==> src/rtl/reg4_arb_pkg.sv <==
// reg4_arb_pkg
// Shared definitions for the four-register write arbiter:
//   - state_t : arbiter FSM states (IDLE, GRANT, WRITE)
//   - DATA_W, NUM_REGS, ADDR_W : bank geometry
//   - rr_pick : round-robin winner search over a request vector
package reg4_arb_pkg;

    localparam int DATA_W   = 4;
    localparam int NUM_REGS = 4;
    localparam int ADDR_W   = $clog2(NUM_REGS);
    // Widest requester vector the pick function handles.
    localparam int MAX_REQ  = 4;

    typedef enum logic [1:0] {
        IDLE  = 2'd0,
        GRANT = 2'd1,
        WRITE = 2'd2
    } state_t;

    // Returns the first requester with its bit set, searching upward from
    // ptr+1 and wrapping at num_req. With no request the result is ptr;
    // callers only use it when at least one bit is set.
    function automatic logic [1:0] rr_pick(input logic [MAX_REQ-1:0] req_vec,
                                           input logic [1:0]         ptr,
                                           input int                 num_req);
        logic [1:0] pick;
        logic       found;
        int         idx;
        pick  = ptr;
        found = 1'b0;
        for (int i = 1; i <= MAX_REQ; i++) begin
            if (!found && i <= num_req) begin
                idx = (int'(ptr) + i) % num_req;
                if (req_vec[idx]) begin
                    pick  = 2'(idx);
                    found = 1'b1;
                end
            end
        end
        return pick;
    endfunction

endpackage

==> src/rtl/reg4_en.sv <==
// reg4_en
// DATA_W-bit storage register with load enable, cleared by reset.
// Ports:
//   clk : clock, rising edge
//   rst : asynchronous reset, active low
//   en  : load d on the next rising edge
//   d   : load data
//   q   : stored value
module reg4_en
    import reg4_arb_pkg::*;
(
    input  logic              clk,
    input  logic              rst,
    input  logic              en,
    input  logic [DATA_W-1:0] d,
    output logic [DATA_W-1:0] q
);

    logic [DATA_W-1:0] q_reg;

    always_ff @(posedge clk or negedge rst) begin
        if (!rst) begin
            q_reg <= '0;
        end else if (en) begin
            q_reg <= d;
        end
    end

    assign q = q_reg;

endmodule

==> src/rtl/reg4_bank_arbiter.sv <==
// reg4_bank_arbiter
// Round-robin write arbiter in front of a bank of NUM_REGS registers.
// One requester is granted at a time; its address/data are staged, exactly
// one register is written, and a one-cycle done pulse goes to the winner.
// Ports:
//   clk   : clock, rising edge
//   rst   : asynchronous reset, active low
//   lock  : (only with REG4_ARB_LOCK_EN) keep the grant for back-to-back writes
//   req   : per-requester write request (level)
//   addr  : per-requester target register, requester i on [i*ADDR_W +: ADDR_W]
//   wdata : per-requester write data, requester i on [i*DATA_W +: DATA_W]
//   gnt   : one-hot grant (registered)
//   done  : one-cycle write-complete pulse to the winner (registered)
//   busy  : FSM is not in IDLE
//   q     : bank contents, register k on [k*DATA_W +: DATA_W]
// Build option: define REG4_ARB_LOCK_EN to add the lock input.
module reg4_bank_arbiter
    import reg4_arb_pkg::*;
#(
    parameter int NUM_REQ = 3
) (
    input  logic                        clk,
    input  logic                        rst,
`ifdef REG4_ARB_LOCK_EN
    input  logic [NUM_REQ-1:0]          lock,
`endif
    input  logic [NUM_REQ-1:0]          req,
    input  logic [NUM_REQ*ADDR_W-1:0]   addr,
    input  logic [NUM_REQ*DATA_W-1:0]   wdata,
    output logic [NUM_REQ-1:0]          gnt,
    output logic [NUM_REQ-1:0]          done,
    output logic                        busy,
    output logic [NUM_REGS*DATA_W-1:0]  q
);

    localparam logic [NUM_REQ-1:0] ONE = NUM_REQ'(1);

    state_t              state_reg;
    logic [NUM_REQ-1:0]  gnt_reg;
    logic [NUM_REQ-1:0]  done_reg;
    logic [1:0]          ptr_reg;
    logic [1:0]          win_reg;
    logic [ADDR_W-1:0]   stage_addr_reg;
    logic [DATA_W-1:0]   stage_data_reg;
    logic [NUM_REGS-1:0] wr_en;
    logic [1:0]          pick;
    logic                hold;

    assign pick = rr_pick(MAX_REQ'(req), ptr_reg, NUM_REQ);

    // hold: the winner keeps the bus after its write and skips arbitration.
`ifdef REG4_ARB_LOCK_EN
    assign hold = lock[win_reg] && req[win_reg];
`else
    assign hold = 1'b0;
`endif

    always_ff @(posedge clk or negedge rst) begin
        if (!rst) begin
            state_reg      <= IDLE;
            gnt_reg        <= '0;
            done_reg       <= '0;
            ptr_reg        <= 2'(NUM_REQ - 1);  // requester 0 wins first
            win_reg        <= '0;
            stage_addr_reg <= '0;
            stage_data_reg <= '0;
        end else begin
            done_reg <= '0;
            case (state_reg)
                IDLE: begin
                    if (|req) begin
                        win_reg   <= pick;
                        gnt_reg   <= ONE << pick;
                        state_reg <= GRANT;
                    end
                end
                GRANT: begin
                    if (req[win_reg]) begin
                        stage_addr_reg <= addr[win_reg*ADDR_W +: ADDR_W];
                        stage_data_reg <= wdata[win_reg*DATA_W +: DATA_W];
                        state_reg      <= WRITE;
                    end else begin
                        // Abort: winner withdrew, pointer left untouched.
                        gnt_reg   <= '0;
                        state_reg <= IDLE;
                    end
                end
                WRITE: begin
                    done_reg <= ONE << win_reg;
                    if (hold) begin
                        state_reg <= GRANT;
                    end else begin
                        gnt_reg   <= '0;
                        ptr_reg   <= win_reg;
                        state_reg <= IDLE;
                    end
                end
                default: begin
                    gnt_reg   <= '0;
                    state_reg <= IDLE;
                end
            endcase
        end
    end

    // Register bank: the staged address selects a single register in WRITE.
    genvar gi;
    generate
        for (gi = 0; gi < NUM_REGS; gi++) begin : g_bank
            assign wr_en[gi] = (state_reg == WRITE) && (stage_addr_reg == ADDR_W'(gi));
            reg4_en u_reg (
                .clk (clk),
                .rst (rst),
                .en  (wr_en[gi]),
                .d   (stage_data_reg),
                .q   (q[gi*DATA_W +: DATA_W])
            );
        end
    endgenerate

    assign gnt  = gnt_reg;
    assign done = done_reg;
    assign busy = (state_reg != IDLE);

endmodule

==> config.mk <==
export PLATFORM = sky130hd
export DESIGN_NAME = reg4_bank_arbiter
export DESIGN_NICKNAME = d
export VERILOG_FILES = /design/src/rtl/reg4_arb_pkg.sv /design/src/rtl/reg4_en.sv /design/src/rtl/reg4_bank_arbiter.sv
export SDC_FILE = /design/constraint.sdc
export NUM_CORES = 1
export LEC_CHECK = 0
export ABC_AREA = 1
export BUFFER_PORTS_ARGS = -buffer_cell sky130_fd_sc_hd__buf_2
export CORE_UTILIZATION = 50
export DETAILED_ROUTE_END_ITERATION = 7
export GPL_ROUTABILITY_DRIVEN = 0
export GPL_TIMING_DRIVEN = 0
export HOLD_SLACK_MARGIN = 0.1
export PLACE_DENSITY = 0.74
export SLEW_MARGIN = 5
export SYNTH_ARGS = -nofsm -noshare
export SYNTH_HDL_FRONTEND = slang
export SYNTH_SLANG_ARGS = --single-unit
==> constraint.sdc <==
create_clock -name clk -period 4.6 [get_ports clk]
set_clock_uncertainty 0.15 [all_clocks]
set_input_delay 0.46 -clock clk [delete_from_list [all_inputs] [get_ports clk]]
set_output_delay 0.46 -clock clk [all_outputs]
set_load 0.005 [all_outputs]
==> reports/summary.txt <==
Die X-Extent = 60.7 um
DRC viols = 0
post-route cell area = 2100 um2
Worst-Skew Late Latency = 330 ps
Setup Viol. Count Final = 0
reg2reg start = ptr_reg[1]$_DFFE_PN1P_
pwr/cell area = 699 nW/um2
Global Route Usage Sum = 22.2%
outcome = finished, final reports clean
fraction of layout cells with a size suffix above 1 = 27.9%
IO Count = 46
most common cell after layout, fill and taps aside = nand2_1
Hold Path Class = primary input to flip-flop
Final ANT Viol Nets = 0
Root Driver = clkbuf_4
Worst R2R Path Depth = 11
most area-consuming cells after synthesis = dfrtp_1 (48%), nand2_1 (12%), o21ai_0 (7.0%), nand3_1 (5.8%), inv_1 (4.6%)
Hold EP = stage_addr_reg[0]$_DFFE_PN0P_
number of antenna violations at the first check in global routing = 0
max-cap violations = 0
largest net degree at the start of global routing = 35
Slew Viols, Final = 0
first-pass GRT wire length = 5850 um
wire per inst = 11.5 um
Syn Inst Count = 216
flop-to-flop setup slack = 2610 ps
drt pass-1 iters = 4
post-synth top area share = 47.9%
routed vias = 1,574
Net Count, Synth = 242
most frequent cells in the layout = nand2_1 (55), buf_2 (46), dfrtp_1 (33)
ant diodes = 0
Least-Margin Pin Slew = 721 ps
TritonCTS clock tree = done
Synth area leader = dfrtp_1
Cell Area, Placed = 2010 um2
Sink Count = 34
clock tree buffer depth = 2
Area Growth Syn to Fin = 21.5%
total chip power = 1470 uW
Peak supply drop = 0.378 mV
fin crit period = 1990 ps
library cells used by synthesis = 28
CP arrival = 2060 ps
CP max FO = 6
FP Rows = 20
TNS Setup = 0 ps
H-tree levels = 2
Post-Syn Area per Cell = 7.99 um2
total CTS buffers = 5
Die Y = 60.7 um
Post-Syn Area = 1730 um2
fin crit share = 43.2%
vias in the first global route = 1,387
Starting Density = 54.7%
RSZ-0062 raised after global routing = false
routed wire length = 3580 um
Worst setup EP type = flip-flop
Hold Vio Cnt, Final = 0
final core occ = 66.5%
reg2reg end = gnt[2]$_DFFE_PN0P_
CORE AREA = 3150 um2
Layout fillers = 293
Hold Path Stages = 3
initial DRC count = 105
Yosys reg bits = 34
Yosys Warn Count = 0
clock slew at reported path FFs = 100 ps
dpl hpwl = 2730 um
max reg flops = 16
IO Port Bufs = 45
sequential fraction of the synthesis area = 49.4%
Required @ worst endpoint = 4670 ps
hold slack = 253 ps
total global routing overflow = 0
fmax = 503 MHz
leakage = 0.00114 uW
CP Launch Type = flip-flop
Die Footprint = 3690 um2
Worst Min Path Start = addr[4]
worst relative slew slack = 52.0%
nets = 295
post-CTS sizing = 0
WS Path Type = flip-flop to flip-flop
via/cell ratio = 5.03
[worst max-delay path, stage by stage, from the launching register on]
cell,delay (ps)
dfstp_2,570
ha_1,320
inv_2,140
nand2_1,70
nand3_2,100
nand2_2,60
nor2_2,120
o21ai_1,100
nand2_2,80
nand2_1,60
nand3_1,70
nand2_1,50
[cell type report]
type / count / area (um2) / area share [%]
inverter: 25 / 97.6 / 4.65
tap: 44 / 55.1 / 2.63
clock inverter: 1 / 30.0 / 1.43
multi-input combinational: 152 / 737 / 35.1
clock buffer: 6 / 51.3 / 2.45
sequential: 34 / 852 / 40.6
timing repair buffer: 46 / 235 / 11.2
buffer: 5 / 38.8 / 1.85
[per-layer routing]
layer | GRT usage (%) | wire [um] | part of all wire [%] | up-vias
met5 | 0 | 0 | 0 | -
met3 | 5.54 | 217 | 6.1 | 9
met2 | 35.8 | 1620 | 45 | 67
met4 | 9.09 | 63 | 1.8 | 0
met1 | 28.9 | 1680 | 47 | 698
li1 | - | - | - | 800
[kinds of logic after synthesis]
| family | Yosys count | synth area share [%] |
|---|---|---|
| AND/OR/NAND/NOR | 111 | 28.4 |
| AO/OA/AOI/OAI | 38 | 12.2 |
| flip-flops | 34 | 49.4 |
| buffers and inverters | 30 | 7.90 |
| adder cells (fa/ha/maj) | 3 | 2.18 |
[worst max-delay path by stage]
stage,startpoint,end,slack (ps),depth (start not counted)
floorplan,ptr_reg[1]$_DFFE_PN1P_,gnt[2]$_DFFE_PN0P_,2830,11
global placement,ptr_reg[1]$_DFFE_PN1P_,gnt[2]$_DFFE_PN0P_,2670,11
detailed placement,ptr_reg[1]$_DFFE_PN1P_,gnt[2]$_DFFE_PN0P_,2640,11
CTS,ptr_reg[1]$_DFFE_PN1P_,gnt[2]$_DFFE_PN0P_,2620,11
global route,ptr_reg[1]$_DFFE_PN1P_,gnt[0]$_DFFE_PN0P_,2400,11
finish,ptr_reg[1]$_DFFE_PN1P_,gnt[2]$_DFFE_PN0P_,2610,11
[report_power, final]
group	switching [uW]	leakage [uW]	internal (uW)	total (uW)
clock	91.2	0.0000443	126	218
sequential	73.3	0.000425	434	507
combinational	458	0.000674	283	741
[cells in the mapped netlist, drive strengths merged]
cell type and instances:
dfrtp 33, nand2 58, o21bai 1, a31oi 6, nand3 23, clkbuf 1, clkinv 1, inv 24
a21boi 1, dfstp 1, a21oi 2, nor2 28, o21ai 28, nand4 1, buf 4, nor3 1
ha 3
[metrics by stage]
step | setup WS (ps) | cells
finish | 2610 | 313
global route | 2400 | 313
CTS | 2620 | 313
detailed placement | 2640 | 305
global placement | 2670 | 305
floorplan | 2830 | 216
[repair_timing]
| item | 4_1_cts | 5_1_grt |
|---|---|---|
| hold endpoints to repair | 33 | 0 |
| setup endpoints to repair | 0 | 0 |
| hold buffers | 1 | 0 |
| setup buffers | 0 | 0 |
(Power assumes the default switching activity.)
